File: config.mk
export PLATFORM = sky130hd
export DESIGN_NAME = dvi_timing_gen
export DESIGN_NICKNAME = d
export VERILOG_FILES = /design/src/rtl/dvi_timing_gen.sv
export SDC_FILE = /design/constraint.sdc
export NUM_CORES = 1
export LEC_CHECK = 0
export CORE_MARGIN = 5
export CORE_UTILIZATION = 25
export DETAILED_ROUTE_END_ITERATION = 8
export PLACE_DENSITY_LB_ADDON = 0.2
export SYNTH_ARGS = -nofsm -noshare
export SYNTH_HDL_FRONTEND = slang
export SYNTH_SLANG_ARGS = --single-unit
File: constraint.sdc
create_clock -name dvi_clk -period 3.05 [get_ports dvi_clk]
set_clock_uncertainty 0.1 [all_clocks]
set_input_delay 0.305 -clock dvi_clk [delete_from_list [all_inputs] [get_ports dvi_clk]]
set_output_delay 0.305 -clock dvi_clk [all_outputs]
set_load 0.03 [all_outputs]
File: src/rtl/dvi_timing_gen.sv
// 640x480@60 raster timing generator for the DVI output path. Paces read strobes to the frame
// buffer's read FIFO, unpacks 32-bit words to RGB888 and reports frame boundaries/underflow.
module dvi_timing_gen #(
  parameter int unsigned H_ACTIVE    = 640,
  parameter int unsigned H_FP        = 16,
  parameter int unsigned H_SYNC      = 96,
  parameter int unsigned H_BP        = 48,
  parameter int unsigned V_ACTIVE    = 480,
  parameter int unsigned V_FP        = 10,
  parameter int unsigned V_SYNC      = 2,
  parameter int unsigned V_BP        = 33,
  parameter int unsigned RD_LATENCY  = 2,  // must be at least 1
  parameter int unsigned PRIME_LEVEL = 256
) (
  input  logic        dvi_clk,
  input  logic        reset_n,
  input  logic        enable,
  input  logic [31:0] iData,
  input  logic [8:0]  rd_usedw,
  input  logic        rd_empty,
  output logic        rd_req,
  output logic        read_init,
  output logic        rd_new_frame,
  output logic [7:0]  oR,
  output logic [7:0]  oG,
  output logic [7:0]  oB,
  output logic        oHS,
  output logic        oVS,
  output logic        oDE,
  output logic        oUnderflow,
  output logic [7:0]  oFrameCnt
);

  localparam int unsigned H_TOTAL = H_ACTIVE + H_FP + H_SYNC + H_BP;
  localparam int unsigned V_TOTAL = V_ACTIVE + V_FP + V_SYNC + V_BP;
  localparam int unsigned CntMax  = (H_TOTAL > V_TOTAL) ? H_TOTAL : V_TOTAL;
  localparam int unsigned CntW    = $clog2(CntMax);
  localparam int unsigned PipeLen = RD_LATENCY + 1;
  localparam int unsigned GateIdx = RD_LATENCY - 1;

  localparam logic [CntW-1:0] HLast   = CntW'(H_TOTAL - 1);
  localparam logic [CntW-1:0] VLast   = CntW'(V_TOTAL - 1);
  localparam logic [CntW-1:0] HAct    = CntW'(H_ACTIVE);
  localparam logic [CntW-1:0] VAct    = CntW'(V_ACTIVE);
  localparam logic [CntW-1:0] HSyncS  = CntW'(H_ACTIVE + H_FP);
  localparam logic [CntW-1:0] HSyncE  = CntW'(H_ACTIVE + H_FP + H_SYNC);
  localparam logic [CntW-1:0] VSyncS  = CntW'(V_ACTIVE + V_FP);
  localparam logic [CntW-1:0] VSyncE  = CntW'(V_ACTIVE + V_FP + V_SYNC);
  localparam logic [CntW-1:0] CntOne  = CntW'(1);
  localparam logic [8:0]      PrimeLv = 9'(PRIME_LEVEL);

  typedef enum logic [1:0] {StIdle, StPrime, StRun} state_e;

  state_e          state_q, state_d;
  logic [CntW-1:0] h_cnt_q, h_cnt_d;
  logic [CntW-1:0] v_cnt_q, v_cnt_d;
  logic [PipeLen-1:0] de_pipe_q, de_pipe_d;
  logic [PipeLen-1:0] hs_pipe_q, hs_pipe_d;
  logic [PipeLen-1:0] vs_pipe_q, vs_pipe_d;
  logic [7:0]      r_q, r_d, g_q, g_d, b_q, b_d;
  logic            uf_q, uf_d;
  logic [7:0]      fc_q, fc_d;

  logic run, h_last, v_last, raw_de, raw_hs, raw_vs, new_frame;
  logic unused_hi;

  assign unused_hi = ^iData[31:24];

  always_comb begin
    run       = (state_q == StRun);
    h_last    = (h_cnt_q == HLast);
    v_last    = (v_cnt_q == VLast);
    raw_de    = run && (h_cnt_q < HAct) && (v_cnt_q < VAct);
    raw_hs    = !(run && (h_cnt_q >= HSyncS) && (h_cnt_q < HSyncE));
    raw_vs    = !(run && (v_cnt_q >= VSyncS) && (v_cnt_q < VSyncE));
    new_frame = run && (h_cnt_q == '0) && (v_cnt_q == VAct);
  end

  // Counters rest at the first blanking line so RUN opens with a full vertical blank,
  // giving the buffer a whole blanking interval to fill before the first active pixel.
  always_comb begin
    state_d = state_q;
    h_cnt_d = h_cnt_q;
    v_cnt_d = v_cnt_q;
    unique case (state_q)
      StIdle: begin
        if (enable) state_d = StPrime;
      end
      StPrime: begin
        if (!enable) state_d = StIdle;
        else if (rd_usedw >= PrimeLv) state_d = StRun;
      end
      StRun: begin
        if (h_last && v_last && !enable) begin
          state_d = StIdle;
          h_cnt_d = '0;
          v_cnt_d = VAct;
        end else if (h_last) begin
          h_cnt_d = '0;
          v_cnt_d = v_last ? '0 : v_cnt_q + CntOne;
        end else begin
          h_cnt_d = h_cnt_q + CntOne;
        end
      end
      default: state_d = StIdle;
    endcase
  end

  // Sync/DE ride a pipeline one stage longer than the read latency so they line up with
  // the registered pixel; the pixel register is gated by the stage matching iData validity.
  always_comb begin
    de_pipe_d = {de_pipe_q[PipeLen-2:0], raw_de};
    hs_pipe_d = {hs_pipe_q[PipeLen-2:0], raw_hs};
    vs_pipe_d = {vs_pipe_q[PipeLen-2:0], raw_vs};
    r_d       = 8'd0;
    g_d       = 8'd0;
    b_d       = 8'd0;
    if (de_pipe_q[GateIdx]) begin
      r_d = iData[23:16];
      g_d = iData[15:8];
      b_d = iData[7:0];
    end
    uf_d = uf_q | (raw_de & rd_empty);
    fc_d = new_frame ? fc_q + 8'd1 : fc_q;
  end

  always_ff @(posedge dvi_clk or negedge reset_n) begin
    if (!reset_n) begin
      state_q   <= StIdle;
      h_cnt_q   <= '0;
      v_cnt_q   <= VAct;
      de_pipe_q <= '0;
      hs_pipe_q <= '1;
      vs_pipe_q <= '1;
      r_q       <= 8'd0;
      g_q       <= 8'd0;
      b_q       <= 8'd0;
      uf_q      <= 1'b0;
      fc_q      <= 8'd0;
    end else begin
      state_q   <= state_d;
      h_cnt_q   <= h_cnt_d;
      v_cnt_q   <= v_cnt_d;
      de_pipe_q <= de_pipe_d;
      hs_pipe_q <= hs_pipe_d;
      vs_pipe_q <= vs_pipe_d;
      r_q       <= r_d;
      g_q       <= g_d;
      b_q       <= b_d;
      uf_q      <= uf_d;
      fc_q      <= fc_d;
    end
  end

  assign rd_req       = raw_de;
  assign read_init    = run;
  assign rd_new_frame = new_frame;
  assign oR           = r_q;
  assign oG           = g_q;
  assign oB           = b_q;
  assign oDE          = de_pipe_q[PipeLen-1];
  assign oHS          = hs_pipe_q[PipeLen-1];
  assign oVS          = vs_pipe_q[PipeLen-1];
  assign oUnderflow   = uf_q;
  assign oFrameCnt    = fc_q;

endmodule

== After elaboration in Yosys (flattened, before gate mapping) ==
Cells that the tools add are included.

* Register bits: 64
* Bits in latches: 0
* Memory bits (writable): 0
* Bits in read-only memories: 0
* Memories kept: 0

* $add $sub $neg: 3
* $mul: 0
* Div/mod/pow operators: 0
* Magnitude comparators: 7
* Equality and inequality tests: 8
* Shift operators: 0
* Muxes and demuxes: 13
* Bitwise operators: 2
* Reductions and logical operators: 18

{| class="wikitable"
|+ Operators with widths
! operator !! number
|-
| two-way mux 10 bit || 5
|-
| two-way mux 8 bit || 3
|-
| adder 10 x 1 -> 10 bit (second input constant) || 2
|-
| equality test 10 bit (second input constant) || 2
|-
| < comparator 10 bit (second input constant) || 2
|-
| < comparator 10 x 9 -> 1 bit (second input constant) || 2
|-
| equality test 10 x 9 -> 1 bit (second input constant) || 1
|-
| >= comparator 10 bit (second input constant) || 1
|-
| >= comparator 10 x 9 -> 1 bit (second input constant) || 1
|-
| logical AND 1 bit || 10
|-
| logical NOT 10 bit || 1
|-
| >= comparator 9 bit (second input constant) || 1
|-
| adder 8 x 1 -> 8 bit (second input constant) || 1
|-
| two-way mux 2 bit || 4
|-
| one-hot mux 2 bit (3 select lines) || 1
|-
| logical NOT 1 bit || 3
|-
| != test 3 bit (second input constant) || 1
|-
| AND reduction 3 bit || 1
|-
| equality test 2 x 1 -> 1 bit (second input constant) || 1
|-
| equality test 2 bit (second input constant) || 1
|-
| logical NOT 2 bit || 1
|-
| != test 2 x 1 -> 1 bit (second input constant) || 1
|-
| != test 2 bit (second input constant) || 1
|-
| AND reduction 2 bit || 1
|-
| 3 further kinds || 3
|}

== Depth between registers and ports, before layout ==
Gate-level depths: netlist of run 1.

* Depth after elaboration: 5
* Mapped depth: 7

== Least setup slack after synthesis of run 1 ==
No wires, ideal clock.

* Path type: register to output
* From: register v_cnt_q[7]
* To: output port rd_new_frame
* Data arrival time: 1.728 ns
* Data required time: 2.645 ns
* Path slack: 0.917 ns
* Cell stages (with the launch flop): 5
* Path buffers: 1
* Cells stage by stage: dfstp_2 nand4_2 or4b_1 buf_6 nor2_1

* Cells in the longest elaborated chain, start to end: 2

{| class="wikitable"
|+ RTL lines
! item !! RTL line !! source
|-
| from (decl) || 56 || <nowiki>logic [CntW-1:0] v_cnt_q, v_cnt_d;</nowiki>
|-
| from (signal assigned) || 131 || <nowiki>v_cnt_q <= VAct;</nowiki>
|-
| from (signal assigned) || 143 || <nowiki>v_cnt_q <= v_cnt_d;</nowiki>
|-
| equality test 10 x 9 -> 1 bit || 76 || <nowiki>new_frame = run && (h_cnt_q == '0) && (v_cnt_q == VAct);</nowiki>
|-
| logical AND 1 bit || 76 ||
|-
| to (decl) || 23 || <nowiki>output logic rd_new_frame,</nowiki>
|}

No other way between the ends.

== Worst setup path after layout of run 1 ==
Same ends and word-level chain as after synthesis.

==> results.cfg, run 1 <==
[global_route]
grt_max_degree = 26
grt_pass1_vias = 2051
track_usage = 0.104
grt_pass1_wl_um = 10700
overflow = 0
antenna_found_initial = 0

[clock_tree]
cts_buffer_depth = 2
cts_made_buffers = 9
cts_tree = done
worstSkewPairLatency_ps = 340
cts_sinks = 64
htreeDepth = 3
clk_pin_slew_worst_paths_ps = 70
post_cts_buffers = 0
clock-root-buffer = clkbuf_8

[critical_path]
setup.worst_path.end_class = primary output
critPathSlowestCell = clkdlybuf4s50_1
critPathMaxStageDelay_ps = 680
cp_top_family = simple AND/OR/NAND/NOR gates
cp_data_arrival_time_ps = 2440
crit_chain = nand4_2 -> or4b_1 -> nor2_1 -> clkdlybuf4s50_1
r2r_slack_ps = 780
start_kind = flip-flop
crit_start = v_cnt_q[7]$_DFFE_PN1P_
reg2reg_to = oFrameCnt[1]$_DFFE_PN0P_
path_buf_inv = 1
required_ps = 2640
reg2reg_depth = 5
worst-setup-path-type = flip-flop to primary output
worstReg2RegStart = v_cnt_q[7]$_DFFE_PN1P_
critical_path_depth = 4
cp_max_fo = 6

[layout]
antenna_cells = 0
fin_cells = 454
fillCellCount = 1117
syn2layout_area_growth_pct = 38.5
drive_gt1_frac = 0.134
multiInputGateArea_sq_mm = 0.00102
num-nets-final = 359
regArea_sq_mm = 0.00161

[timing]
fmax_mhz = 351
rsz0062_at_grt = no
hold_violations = 0
period_share = 0.933
setup_violations = 0
finalMaxSlewViolations = 0
period_minus_slack_ps = 2850
slew_headroom = 0.621
worstMarginPinSlew_ps = 568
tns_ps = 0

[min_path]
whs_endpoint = de_pipe_q[1]$_DFF_PN0_
hold_class = flip-flop to flip-flop
hold_depth = 0
worstHoldStart = de_pipe_q[0]$_DFF_PN0_

[synthesis]
synth_nets = 284
synth_area_sq_mm = 0.00271
synth_edf_count = 0
syn-instance-count = 234
synth_seq_area_share = 0.596
synth_top_area_share = 0.499
synth_cell_types = 44
ys_warn_count = 0
ys_ff_latch = 64
avgSynthCellArea_sq_um = 11.6
async_flop_share = 1.00
yosys.area.top_type = dfrtp_1
ys.flop_type = dfrtp_1
synthTopCellsByArea = dfrtp_1 (50%), dfstp_2 (9.7%), and2_1 (5.8%)

[placement]
portBuffers = 67
hpwl_um = 4490
dp_cells = 437
gp_congestion = 0.773

[detailed_routing]
drt_wl_total_um = 6220
wire_per_inst_um = 13.7
ant_nets = 0
drt_iter0_drc = 69
drt-vias-per-instance = 4.38
first_pass_iters = 4
post-route-drc-count = 0
dr_total_vias = 1989

[flow_run]
max_cap_violations = 0

[die]
die_w_um = 114
rows = 38
start_util = 0.252
ios = 84
core_sq_mm = 0.0107
dieArea_sq_mm = 0.0130
die_h_um = 114

[power]
p_leak_nw = 1.62
cellPowerDensity_mw_per_mm2 = 552
peakVddDrop_mv = 0.181

[outcome]
status = complete, no violations
## how the worst max path moves through the flow
stage,endpoint
final,rd_new_frame
after global routing,rd_new_frame
after detailed placement,rd_new_frame
after floorplan,rd_new_frame
after CTS,rd_new_frame
after global placement,rd_new_frame
## cell usage after synthesis (all sizes together) (4+ instances only)
master,instances
nor3,9
nand4,11
and2,25
ha,5
a21oi,6
and3,4
xor2,11
dfstp,10
o21ai,7
xnor2,4
nor2,10
nand2,12
nand3,12
clkbuf,8
inv,8
dfrtp,54
o22a,4
## state kept, by name, indices dropped and copies added (netlist names)
name	cells
vs_pipe_q	3
state_q	2
oUnderflow	1
h_cnt_q	10
hs_pipe_q	3
de_pipe_q	3
oG	8
oFrameCnt	8
oB	8
v_cnt_q	10
oR	8
## worst register-to-register path, cell delays in order (launching register included)
cell and delay, ps:
dfstp_2 600, nand4_2 150, or4b_1 540, buf_4 200, nor3_2 220, mux2_1 350
## power breakdown
part / leakage (nW) / internal [mW] / switching [mW]
Combinational: 0.684 / 0.187 / 0.211
Sequential: 0.840 / 0.916 / 0.0555
Clock: 0.0920 / 0.373 / 0.328
## layout make-up
type                       instances  area share
timing repair buffer              74       0.192
clock inverter                     6      0.0160
clock buffer                      10      0.0340
sequential                        64       0.430
inverter                           8     0.00800
tap                              140      0.0467
multi-input combinational        152       0.273
## stage by stage
stage / cell area [sq um] / util / total power, mW / setup WS (ps) / hold slack, ps
2_1_floorplan: 2710 / - / 1.19 / 917 / -90.6
3_3_place_gp: 3550 / 0.330 / 1.38 / 527 / 190
3_5_place_dp: 3550 / 0.330 / 1.39 / 544 / 193
4_1_cts: 3750 / 0.349 / 2.11 / 156 / 251
5_1_grt: 3750 / 0.349 / 2.19 / 59.6 / 253
6_report: 3750 / 0.349 / 2.07 / 204 / 249
## what timing repair did
action | in CTS | in global routing
hold endpoints to repair | 13 | 0
endpoints found under the setup margin | 0 | 1
hold buffers | 1 | 0
gates resized for setup | 0 | 1
## layout by cell type (no fill, tap or decap), types with 7 or more instances in the layout
cell,instances
nor2_1,10
nand2_1,12
inv_1,8
nor3_1,8
xor2_1,11
and2_1,25
nand3_1,11
dfrtp_1,54
nand4_1,10
clkdlybuf4s50_1,66
clkbuf_8,9
dfstp_2,10
o21ai_0,7
## routing by layer
metal	global-route usage	up-vias	wire length (um)
met1	0.132	966	2830
met5	0	-	0
met4	0.0594	0	112
li1	-	966	-
met2	0.163	49	2920
met3	0.0259	8	364
## cell families (layout without fill, tap and decap cells)
group / Yosys count / after routing / share of synthesized area
buffers and inverters: 18 / 98 / 0.0282
flip-flops: 64 / 64 / 0.596
adder cells (fa/ha/maj): 5 / 5 / 0.0231
AND/OR/NAND/NOR: 104 / 104 / 0.233
XOR/XNOR: 15 / 15 / 0.0485
multiplexers: 2 / 2 / 0.00831
AO/OA/AOI/OAI: 26 / 26 / 0.0633
(Power assumes the default switching activity.)
==> run 2, diff against run 1 <==
--- a/config.mk
+++ b/config.mk
@@ -5,10 +5,10 @@
 export SDC_FILE = /design/constraint.sdc
 export NUM_CORES = 1
 export LEC_CHECK = 0
+export ABC_AREA = 1
 export CORE_MARGIN = 5
 export CORE_UTILIZATION = 25
 export DETAILED_ROUTE_END_ITERATION = 8
-export PLACE_DENSITY_LB_ADDON = 0.2
 export SYNTH_ARGS = -nofsm -noshare
 export SYNTH_HDL_FRONTEND = slang
 export SYNTH_SLANG_ARGS = --single-unit
==> results.cfg, run 2 <==
[outcome]
status = complete, no violations

[global_route]
antenna_found_initial = 0
overflow = 0
track_usage = 0.104
grt_pass1_wl_um = 12100
grt_max_degree = 31
grt_pass1_vias = 2531

[layout]
fillCellCount = 1250
num-nets-final = 497
drive_gt1_frac = 0.0885
syn2layout_area_growth_pct = 37.4
final_cell_mix = nand2_1 (121), inv_1 (66), clkdlybuf4s50_1 (66), dfrtp_1 (54), nand3_1 (26)
fin_util = 0.348
multiInputGateArea_sq_mm = 0.00112
antenna_cells = 0
final_area_sq_mm = 0.00417
top_regs = h_cnt_q: 10 flops, v_cnt_q: 10 flops
regArea_sq_mm = 0.00161
final_common_cell = nand2_1

[critical_path]
required_ps = 2640
cp_max_fo = 7
reg2reg_to = oFrameCnt[7]$_DFFE_PN0P_
critical_path_depth = 5
start_kind = flip-flop
reg2reg_depth = 9
critPathSlowestCell = clkdlybuf4s50_1
path_buf_inv = 2
critPathMaxStageDelay_ps = 700
cp_top_family = buffers and inverters
worstReg2RegStart = v_cnt_q[1]$_DFFE_PN0P_
cp_data_arrival_time_ps = 2290
r2r_slack_ps = 1070
crit_chain = nand2_1 -> nor3_1 -> nand3_1 -> inv_1 -> clkdlybuf4s50_1
crit_start = v_cnt_q[6]$_DFFE_PN1P_
worst-setup-path-type = flip-flop to primary output
setup.worst_path.end = rd_new_frame
setup.worst_path.end_class = primary output

[synthesis]
synth_nets = 421
yosys-top-cells-count = nand2_1 (121), inv_1 (66), dfrtp_1 (54)
synth_top_area_share = 0.446
ys_warn_count = 0
synth_cell_types = 32
synth_edf_count = 0
ys.flop_type = dfrtp_1
synth_most_common_cell = nand2_1
async_flop_share = 1.00
synth_seq_area_share = 0.532
ys_ff_latch = 64
synth_area_sq_mm = 0.00303
synthTopCellsByArea = dfrtp_1 (45%), nand2_1 (15%), dfstp_2 (8.7%)
yosys.area.top_type = dfrtp_1
avgSynthCellArea_sq_um = 8.17
syn-instance-count = 371

[die]
die_h_um = 120
ios = 84
rows = 40
die_w_um = 120
core_sq_mm = 0.0120
dieArea_sq_mm = 0.0144
start_util = 0.254

[clock_tree]
clock-root-buffer = clkbuf_16
cts_resized = 0
clk_pin_slew_worst_paths_ps = 50
cts_made_buffers = 9
hold_buffers = 1
cts_tree = done
htreeDepth = 3
post_cts_buffers = 0
cts_sinks = 64
cts_buffer_depth = 2
worstSkewPairLatency_ps = 330

[timing]
finalMaxSlewViolations = 0
setup_violations = 0
hold_violations = 0
rsz0062_at_grt = no
slew_headroom = 0.473
fmax_mhz = 371
setup_slack_ps = 356
worstMarginPinSlew_ps = 790
period_minus_slack_ps = 2690
tns_ps = 0
period_share = 0.883

[placement]
dp_slack_ps = 703
hpwl_um = 5200
gp_congestion = 0.866
dpl_cell_area_sq_mm = 0.00387
portBuffers = 67

[min_path]
hold_class = flip-flop to flip-flop

[detailed_routing]
wire_per_inst_um = 11.9
dr.max_layer_used = met4
ant_nets = 0
drt_wl_total_um = 7100
post-route-drc-count = 0
wl_met2_um = 3110
dr_total_vias = 2560
met1Wirelength_um = 3330
first_pass_iters = 4
met3_length_um = 581
drt_iter0_drc = 183
drt-vias-per-instance = 4.27

[power]
peakVddDrop_mv = 0.281
p_leak_nw = 2.22
cellPowerDensity_mw_per_mm2 = 540
power_mw = 2.25

[flow_run]
max_cap_violations = 0
[run 2: changes by cell type after synthesis, moves of 6 or more]
cell / change
nor2_1: +12
clkbuf_1: -6
and2_1: -25
inv_1: +58
nand2_1: +109
nand3_1: +15
[run 2: through the flow]
stage / hold WS [ps] / instances
2_1_floorplan: -90.6 / 371
3_3_place_gp: 234 / 582
3_5_place_dp: 247 / 582
4_1_cts: 255 / 599
5_1_grt: 257 / 599
6_report: 254 / 599
[run 2: cell families (layout without fill, tap and decap cells)]
kind of cell,count (synthesis),in the layout,share of synthesized area
AO/OA/AOI/OAI,19,19,0.0338
flip-flops,64,64,0.532
AND/OR/NAND/NOR,200,200,0.292
buffers and inverters,75,156,0.0982
adder cells (fa/ha/maj),5,5,0.0206
XOR/XNOR,8,8,0.0231
[run 2: how the worst min path moves through the flow]
stage | startpoint | end | slack, ps | cells past startpoint
2_1_floorplan | reset_n | de_pipe_q[0]$_DFF_PN0_ | -90 | 0
3_3_place_gp | de_pipe_q[0]$_DFF_PN0_ | de_pipe_q[1]$_DFF_PN0_ | 230 | 0
3_5_place_dp | vs_pipe_q[1]$_DFF_PN1_ | vs_pipe_q[2]$_DFF_PN1_ | 250 | 0
4_1_cts | vs_pipe_q[1]$_DFF_PN1_ | vs_pipe_q[2]$_DFF_PN1_ | 250 | 0
5_1_grt | vs_pipe_q[0]$_DFF_PN1_ | vs_pipe_q[1]$_DFF_PN1_ | 260 | 0
6_report | vs_pipe_q[1]$_DFF_PN1_ | vs_pipe_q[2]$_DFF_PN1_ | 250 | 0
[run 2: worst reg2reg max path, stage by stage (launching register included)]
cell     delay (ps)
dfrtp_1         390
inv_1           140
ha_1            220
inv_1            70
nor3_1          150
nand2_1          90
nor2_1          100
nor2b_1         470
nand2_1         110
nand2_1          90
[run 2: layout make-up]
type,instances,share of cell area
flip-flops and latches,64,0.387
multi-input cells,232,0.269
repair buffers,71,0.168
inverters,69,0.0627
clock buffers,10,0.0549
well taps,147,0.0441
clock inverters,6,0.0144
[run 2: where the power goes]
group	leakage [nW]	switching [mW]	internal, mW
Clock	0.138	0.361	0.627
Sequential	0.849	0.0506	0.895
Combinational	1.23	0.185	0.129
Total	2.22	0.597	1.65
[run 2: per-layer routing]
metal | global-route usage | vias up
li1 | - | 1293
met4 | 0.0408 | 0
met3 | 0.0382 | 7
met1 | 0.133 | 1175
met2 | 0.161 | 85
met5 | 0 | -
==> run 3, diff against run 2 <==
--- a/config.mk
+++ b/config.mk
@@ -6,9 +6,13 @@
 export NUM_CORES = 1
 export LEC_CHECK = 0
 export ABC_AREA = 1
+export CELL_PAD_IN_SITES_DETAIL_PLACEMENT = 0
+export CELL_PAD_IN_SITES_GLOBAL_PLACEMENT = 2
 export CORE_MARGIN = 5
 export CORE_UTILIZATION = 25
+export CTS_CLUSTER_SIZE = 16
 export DETAILED_ROUTE_END_ITERATION = 8
+export PLACE_DENSITY_LB_ADDON = 0.1
 export SYNTH_ARGS = -nofsm -noshare
 export SYNTH_HDL_FRONTEND = slang
 export SYNTH_SLANG_ARGS = --single-unit
==> results.cfg, run 3 (same netlist as run 2, synthesis figures left out) <==
[outcome]
status = complete, no violations

[global_route]
antenna_found_initial = 0
grt_pass1_wl_um = 13300
overflow = 0
grt_max_degree = 40
track_usage = 0.119
grt_pass1_vias = 2622

[clock_tree]
cts_resized = 0
cts_made_buffers = 9
htreeDepth = 3
hold_buffers = 1
post_cts_buffers = 0
cts_tree = done
cts_sinks = 64
clk_pin_slew_worst_paths_ps = 50
clock-root-buffer = clkbuf_16
worstSkewPairLatency_ps = 330
cts_buffer_depth = 2

[detailed_routing]
drt_wl_total_um = 7990
drt_iter0_drc = 111
dr_total_vias = 2513
wire_per_inst_um = 13.3
ant_nets = 0
drt-vias-per-instance = 4.20
post-route-drc-count = 0
first_pass_iters = 4

[layout]
fin_cells = 599
top_regs = h_cnt_q: 10 flops, v_cnt_q: 10 flops
final_cell_mix = nand2_1 (121), inv_1 (66), clkdlybuf4s50_1 (66), dfrtp_1 (54), nand3_1 (26)
drive_gt1_frac = 0.0863
final_common_cell = nand2_1
antenna_cells = 0
num-nets-final = 497
syn2layout_area_growth_pct = 36.8

[die]
ios = 84
die_h_um = 120
start_util = 0.254
dieArea_sq_mm = 0.0144
core_sq_mm = 0.0120
die_w_um = 120
rows = 40

[critical_path]
setup.worst_path.end_class = primary output
start_kind = flip-flop
required_ps = 2640
reg2reg_depth = 9
cp_max_fo = 8
worst-setup-path-type = flip-flop to primary output
cp_data_arrival_time_ps = 2370

[timing]
worstMarginPinSlew_ps = 763
period_share = 0.909
setup_violations = 0
tns_ps = 0
period_minus_slack_ps = 2770
fmax_mhz = 361
slew_headroom = 0.491
finalMaxSlewViolations = 0
hold_violations = 0
setup_slack_ps = 279
rsz0062_at_grt = no

[placement]
dp_cells = 582
portBuffers = 67
hpwl_um = 6000
gp_congestion = 0.748
dp_slack_ps = 587

[power]
p_sw_frac = 0.277
p_comb_frac = 0.142
pwr-share-seq = 0.429
cellPowerDensity_mw_per_mm2 = 531
power.switching_mw = 0.609
clkPwrFrac = 0.429
peakVddDrop_mv = 0.196
p_leak_nw = 2.21
internal-power_mw = 1.59

[min_path]
hold_depth = 0
hold_class = flip-flop to flip-flop

[flow_run]
max_cap_violations = 0
## run 3: layout make-up
cell class	count	area (sq um)
well taps	147	184
clock inverters	4	22.5
multi-input cells	232	1120
repair buffers	71	698
flip-flops and latches	64	1610
inverters	69	262
fillers	1271	7810
clock buffers	12	246
## run 3: routing by layer
| metal | track usage | part of all wire | vias to the layer above |
|---|---|---|---|
| met5 | 0 | 0 | - |
| met4 | 0.0387 | 0.015 | 0 |
| met3 | 0.0330 | 0.037 | 10 |
| met2 | 0.203 | 0.50 | 38 |
| met1 | 0.144 | 0.45 | 1177 |
| li1 | - | - | 1288 |
## run 3: through the flow
stage,power (mW),cell area (sq um),utilization,hold WS (ps)
3_5_place_dp,1.28,3870,0.323,238
3_3_place_gp,1.28,3870,0.323,235
2_1_floorplan,1.13,3030,-,-90.6
6_report,2.20,4150,0.347,248
5_1_grt,2.32,4150,0.347,255
4_1_cts,2.25,4150,0.347,254
## run 3: critical path: stages (launching register included)
cell,delay [ps]
dfrtp_1,390
inv_1,70
nand2_2,150
inv_1,110
nand3_1,80
nor3_1,450
clkdlybuf4s50_1,780
## run 3: power by group through the flow
stage | Clock, mW | Sequential (mW) | Combinational (mW)
floorplan | 0 | 0.980 | 0.151
global route | 1.02 | 0.953 | 0.348
global placement | 0 | 0.959 | 0.318
finish | 0.944 | 0.944 | 0.313
CTS | 0.986 | 0.946 | 0.320
detailed placement | 0 | 0.960 | 0.318
## run 3: path summary, 6_finish.rpt
path | from | end | slack, ps
max | state_q[0]$_DFFE_PN0P_ | rd_req | 280
min | de_pipe_q[0]$_DFF_PN0_ | de_pipe_q[1]$_DFF_PN0_ | 250
max reg2reg | v_cnt_q[1]$_DFFE_PN0P_ | oFrameCnt[7]$_DFFE_PN0P_ | 880
min reg2reg | de_pipe_q[0]$_DFF_PN0_ | de_pipe_q[1]$_DFF_PN0_ | 250
max in group asynchronous | reset_n | v_cnt_q[6]$_DFFE_PN1P_ | 1990
min in group asynchronous | reset_n | oFrameCnt[4]$_DFFE_PN0P_ | 410
